==> src/rtl/fpu_result_sequencer.sv <==
// In-order result sequencer: a tag FIFO of issued opcodes, per-channel capture
// slots for out-of-order unit results, and a valid/ready output register.

module fpu_rs_slot #(
  parameter int DW = 32,
  parameter int FW = 5,
  parameter int CW = 3
) (
  input  logic          clk,
  input  logic          rst_n,
  input  logic          res_valid_i,
  input  logic [DW-1:0] res_data_i,
  input  logic [FW-1:0] res_flags_i,
  input  logic          inc_i,
  input  logic          dec_i,
  output logic          slot_v_o,
  output logic [DW-1:0] slot_data_o,
  output logic [FW-1:0] slot_flags_o,
  output logic          orphan_o
);
  logic          v_q;
  logic [DW-1:0] data_q;
  logic [FW-1:0] flags_q;
  logic [CW-1:0] outst_q, outst_d;
  logic          cap;

  // Orphan check uses the registered count, so a same-cycle issue does not legitimise a result.
  assign cap      = res_valid_i && !v_q && (outst_q != '0);
  assign orphan_o = res_valid_i && !v_q && (outst_q == '0);
  assign outst_d  = outst_q + CW'(inc_i) - CW'(dec_i);

  assign slot_v_o     = v_q;
  assign slot_data_o  = data_q;
  assign slot_flags_o = flags_q;

  always_ff @(posedge clk or negedge rst_n) begin
    if (!rst_n) begin
      v_q     <= 1'b0;
      data_q  <= '0;
      flags_q <= '0;
      outst_q <= '0;
    end else begin
      // dec_i implies v_q, which blocks cap, so the two never collide
      if (cap) begin
        v_q     <= 1'b1;
        data_q  <= res_data_i;
        flags_q <= res_flags_i;
      end else if (dec_i) begin
        v_q <= 1'b0;
      end
      outst_q <= outst_d;
    end
  end
endmodule

module fpu_result_sequencer #(
  parameter  int DATA_WIDTH = 32,
  parameter  int OP_WIDTH   = 2,
  parameter  int FLAG_WIDTH = 5,
  parameter  int TAG_DEPTH  = 4,
  localparam int NUM_CH     = 2**OP_WIDTH,
  localparam int CNT_W      = $clog2(TAG_DEPTH) + 1
) (
  input  logic                         clk,
  input  logic                         rst_n,
  input  logic                         issue_valid,
  input  logic [OP_WIDTH-1:0]          issue_opcode,
  output logic                         issue_ready,
  input  logic [NUM_CH-1:0]            res_valid,
  input  logic [NUM_CH*DATA_WIDTH-1:0] res_data,
  input  logic [NUM_CH*FLAG_WIDTH-1:0] res_flags,
  output logic [NUM_CH-1:0]            res_ready,
  output logic                         out_valid,
  input  logic                         out_ready,
  output logic [DATA_WIDTH-1:0]        out_data,
  output logic [FLAG_WIDTH-1:0]        out_flags,
  output logic [OP_WIDTH-1:0]          out_opcode,
  output logic [CNT_W-1:0]             pending_count,
  output logic                         err_orphan
);
  localparam int PW = $clog2(TAG_DEPTH);

  logic [TAG_DEPTH-1:0][OP_WIDTH-1:0] tag_q;
  logic [PW-1:0]                      wr_q, rd_q;
  logic [CNT_W-1:0]                   count_q, count_d;
  logic                               push, fire, empty;
  logic [OP_WIDTH-1:0]                head_op;

  logic [NUM_CH-1:0]                  slot_v, orphan, inc, dec;
  logic [NUM_CH-1:0][DATA_WIDTH-1:0]  slot_data;
  logic [NUM_CH-1:0][FLAG_WIDTH-1:0]  slot_flags;

  logic                               out_valid_q, err_q;
  logic [DATA_WIDTH-1:0]              out_data_q;
  logic [FLAG_WIDTH-1:0]              out_flags_q;
  logic [OP_WIDTH-1:0]                out_op_q;

  // Full FIFO stays full this cycle even if it pops: ready is registered-state only.
  assign issue_ready = count_q < CNT_W'(TAG_DEPTH);
  assign push        = issue_valid && issue_ready;
  assign empty       = count_q == '0;
  assign head_op     = tag_q[rd_q];
  assign fire        = !empty && slot_v[head_op] && (!out_valid_q || out_ready);
  assign count_d     = count_q + CNT_W'(push) - CNT_W'(fire);

  for (genvar c = 0; c < NUM_CH; c++) begin : g_ch
    assign inc[c]       = push && (issue_opcode == OP_WIDTH'(c));
    assign dec[c]       = fire && (head_op == OP_WIDTH'(c));
    assign res_ready[c] = !slot_v[c];

    fpu_rs_slot #(.DW(DATA_WIDTH), .FW(FLAG_WIDTH), .CW(CNT_W)) u_slot (
      .clk          (clk),
      .rst_n        (rst_n),
      .res_valid_i  (res_valid[c]),
      .res_data_i   (res_data[c*DATA_WIDTH +: DATA_WIDTH]),
      .res_flags_i  (res_flags[c*FLAG_WIDTH +: FLAG_WIDTH]),
      .inc_i        (inc[c]),
      .dec_i        (dec[c]),
      .slot_v_o     (slot_v[c]),
      .slot_data_o  (slot_data[c]),
      .slot_flags_o (slot_flags[c]),
      .orphan_o     (orphan[c])
    );
  end

  always_ff @(posedge clk or negedge rst_n) begin
    if (!rst_n) begin
      tag_q   <= '0;
      wr_q    <= '0;
      rd_q    <= '0;
      count_q <= '0;
    end else begin
      if (push) begin
        tag_q[wr_q] <= issue_opcode;
        wr_q        <= wr_q + PW'(1);
      end
      if (fire) rd_q <= rd_q + PW'(1);
      count_q <= count_d;
    end
  end

  always_ff @(posedge clk or negedge rst_n) begin
    if (!rst_n) begin
      out_valid_q <= 1'b0;
      out_data_q  <= '0;
      out_flags_q <= '0;
      out_op_q    <= '0;
      err_q       <= 1'b0;
    end else begin
      if (fire) begin
        out_valid_q <= 1'b1;
        out_data_q  <= slot_data[head_op];
        out_flags_q <= slot_flags[head_op];
        out_op_q    <= head_op;
      end else if (out_valid_q && out_ready) begin
        out_valid_q <= 1'b0;
      end
      err_q <= err_q | (|orphan);
    end
  end

  assign out_valid     = out_valid_q;
  assign out_data      = out_data_q;
  assign out_flags     = out_flags_q;
  assign out_opcode    = out_op_q;
  assign pending_count = count_q;
  assign err_orphan    = err_q;
endmodule
==> config.mk <==
export PLATFORM = sky130hd
export DESIGN_NAME = fpu_result_sequencer
export DESIGN_NICKNAME = d
export VERILOG_FILES = /design/src/rtl/fpu_result_sequencer.sv
export SDC_FILE = /design/constraint.sdc
export NUM_CORES = 1
export LEC_CHECK = 0
export CAP_MARGIN = 20
export CORE_ASPECT_RATIO = 0.9
export CORE_MARGIN = 2
export CORE_UTILIZATION = 40
export CTS_CLUSTER_SIZE = 25
export DETAILED_ROUTE_END_ITERATION = 10
export PLACE_DENSITY = 0.68
export SYNTH_ARGS = -nofsm -noshare
export SYNTH_HDL_FRONTEND = slang
export SYNTH_SLANG_ARGS = --single-unit
==> constraint.sdc <==
create_clock -name clk -period 3.1 [get_ports clk]
set_input_delay 0.62 -clock clk [delete_from_list [all_inputs] [get_ports clk]]
set_output_delay 0.62 -clock clk [all_outputs]
set_load 0.1 [all_outputs]
==> run summary <==
### Synthesis
- sequential area share after synthesis: 55.9%
- combined area of all synthesized cells: 9850 sq um
- syn_area_per_cell: 14.5 sq um
- cell count after synthesis: 677
- distinct cell type count of the synthesized netlist: 33
- syn_nets: 854
- Seq cells post-synth: 220
- total number of yosys warnings: 0

### Detailed routing
- sum of routed wire length over all layers: 22800 um
- remaining routing DRC violations: 0
- vias: 6108
- antenna-violating nets left: 0
- mean routed wirelength per cell: 18.7 um
- Iteration-0 DRC Markers: 251
- drt first pass iters: 4
- vias per cell: 5.00

### Run
- number of max-capacitance violations reported: 0

### Setup path
- critical path endpoint category: register
- Crit path largest cell delay: 770 ps
- worst setup path class: reg2reg
- cell breakdown of the critical path: mux4_4, mux2i_4, o22ai_4, ha_1, inv_1, ha_1, fa_1, xnor2_1, xnor2_1
- critical-path maximum fanout: 7
- type of origin of the critical path: register
- required time of the worst setup path: 3510 ps
- cell with the biggest individual delay on the critical path: sky130_fd_sc_hd__mux4_4
- data arrival time of the critical path: 3330 ps

### STA
- unrepaired setup endpoints after global routing: false
- Layout Skew: 10.8 ps
- Slew headroom: 38.6%
- total negative slack: 0 ps
- max-slew violation count: 0
- number of endpoints with negative hold slack in the final report: 0
- fraction of the cycle the final worst path needs: 94.1%
- setup-violating endpoint count in the final report: 0
- minimum clock period after layout: 2920 ps
- transition time at the pin with the least slew margin: 921 ps
- achievable frequency: 343 MHz

### Global route
- largest net degree at the start of global routing: 83
- overall overflow remaining after global route: 0
- antenna violations before repair: 0
- first-pass GRT wire length: 36100 um
- aggregate global-route resource usage: 17.7%
- number of global-route vias before repair: 6534

### Clock network
- H-tree depth: 1
- Root Buffer Master: sky130_fd_sc_hd__clkbuf_16
- hold buffers post-CTS: 0
- TritonCTS clock tree: yes
- buffer levels on the longest clock path: 3
- clock input transition at the sequential cells of the worst setup and hold paths: 60 ps
- clock latency at the later pin of the worst-skew pair: 510 ps
- TritonCTS Buffers: 24
- total clock sinks: 220

### Floorplan
- number of standard-cell rows in the floorplan: 54
- effective utilization at floorplan: 40.7%
- DIE WIDTH: 169 um
- Top-Level Pins: 207
- area of the core: 24200 sq um
- area of the die: 25900 sq um
- die span in y: 153 um

### Finish
- Net count, final: 1072
- most frequent cells in the layout: 219 x sky130_fd_sc_hd__dfrtp_1, 187 x sky130_fd_sc_hd__mux2_2, 156 x sky130_fd_sc_hd__clkdlybuf4s50_1
- number of antenna diodes: 0
- most common cell after layout, fill and taps aside: sky130_fd_sc_hd__dfrtp_1
- fraction of final layout cells with drive strength greater than 1: 34.0%
- Area Overhead vs Synth: 33.1%
- final instance area: 13100 sq um

### Place
- final weighted congestion in routability-driven placement: 0.838
- detailed-placement wirelength estimate: 15400 um
- Placed Area: 12200 sq um
- port buffer count: 206

### Hold path
- path type of the worst min-delay path: in2async

### Status
- result of the run: complete, no violations

==> flip-flops by register name, summed over array words and instances (netlist names) <==
register and flops:
g_ch.u_slot.slot_data_o 128, out_data 32, g_ch.u_slot.slot_flags_o 20, g_ch.u_slot.outst_q 12, tag_q 8, out_flags 5
g_ch.u_slot.slot_v_o 4, pending_count 3, out_opcode 2, rd_q 2, wr_q 2, err_orphan 1
out_valid 1
==> worst max-delay path: cells and delay by family, from the launching register on <==
family          cells  cell delay, ps
compound gates      1             100
xor+xnor            2             330
fa+ha+maj           3             840
buf+inv             1              40
flops               1             460
mux                 2            1050
==> cells by family after synthesis <==
logic type / Yosys count / synth area share (%)
XOR/XNOR: 13 / 1.16
flip-flops: 220 / 55.9
multiplexers: 309 / 34.2
adder cells (fa/ha/maj): 19 / 2.80
AO/OA/AOI/OAI: 11 / 0.851
buffers and inverters: 60 / 2.72
AND/OR/NAND/NOR: 45 / 2.36
==> final cells by class <==
class,instances,area [sq um]
clock buffer,35,723
clock inverter,9,129
fill,2029,11100
inverter,25,93.8
multi-input combinational,397,4120
sequential,220,5510
tap,308,385
timing repair buffer,227,2150
==> routing by layer <==
metal  vias to the layer above  GRT usage (%)  wire length [um]
li1                       2843              -                 -
met3                        29           4.61              1560
met1                      3067           24.2             10300
met4                         0           3.95               448
met2                       169           28.5             10400
met5                         -              0                 0
==> cells in the mapped netlist (all sizes together) <==
library cell / instances / share of area (%)
dfrtp: 220 / 56
mux2: 194 / 22
mux2i: 113 / 12
inv: 25 / 0.95
buf: 20 / 1.2
clkbuf: 15 / 0.57
ha: 14 / 1.8
xnor2: 10 / 0.89
nand2: 9 / 0.34
nor2: 9 / 0.34
nand3: 7 / 0.36
nor3: 7 / 0.36
fa: 5 / 1.0
o22ai: 4 / 0.39
nor3b: 3 / 0.23
o21ai: 3 / 0.15
or3: 3 / 0.24
xor2: 3 / 0.27
a21o: 2 / 0.15
mux4: 2 / 0.46
nand2b: 2 / 0.13
nor2b: 2 / 0.13
a21oi: 1 / 0.051
a311o: 1 / 0.10
nand3b: 1 / 0.076
nand4: 1 / 0.064
or4b: 1 / 0.10
==> metrics by stage <==
| step | util [%] | hold slack, ps | worst slack [ps] | std cells |
|---|---|---|---|---|
| floorplan | - | 324 | 22.8 | 677 |
| finish | 54.2 | 112 | 183 | 1221 |
| global route | 54.2 | 152 | 13.4 | 1221 |
| global placement | 50.5 | 461 | 123 | 1175 |
| detailed placement | 50.5 | 472 | 61.3 | 1175 |
| CTS | 54.1 | 131 | 83.2 | 1219 |
==> path summary, 6_finish.rpt <==
path,cells after the start,to,startpoint,slack (ps)
max in group asynchronous,2,out_data[23],rst_n,2240
max,9,pending_count[2],rd_q[0],180
min,1,g_ch[2].u_slot.slot_data_o[28],rst_n,110
min in group clk,1,g_ch[2].u_slot.outst_q[2],g_ch[2].u_slot.outst_q[2],480
max reg2reg,9,pending_count[2],rd_q[0],180
min reg2reg,1,g_ch[2].u_slot.outst_q[2],g_ch[2].u_slot.outst_q[2],480
==> timing repair <==
action                                  4_1_cts  5_1_grt
resized for setup                             0        2
setup buffers                                 0        2
endpoints found under the setup margin        0        1
Power is not shown: default switching activity piles up to over one toggle a cycle in this logic, so the estimate is an artifact.
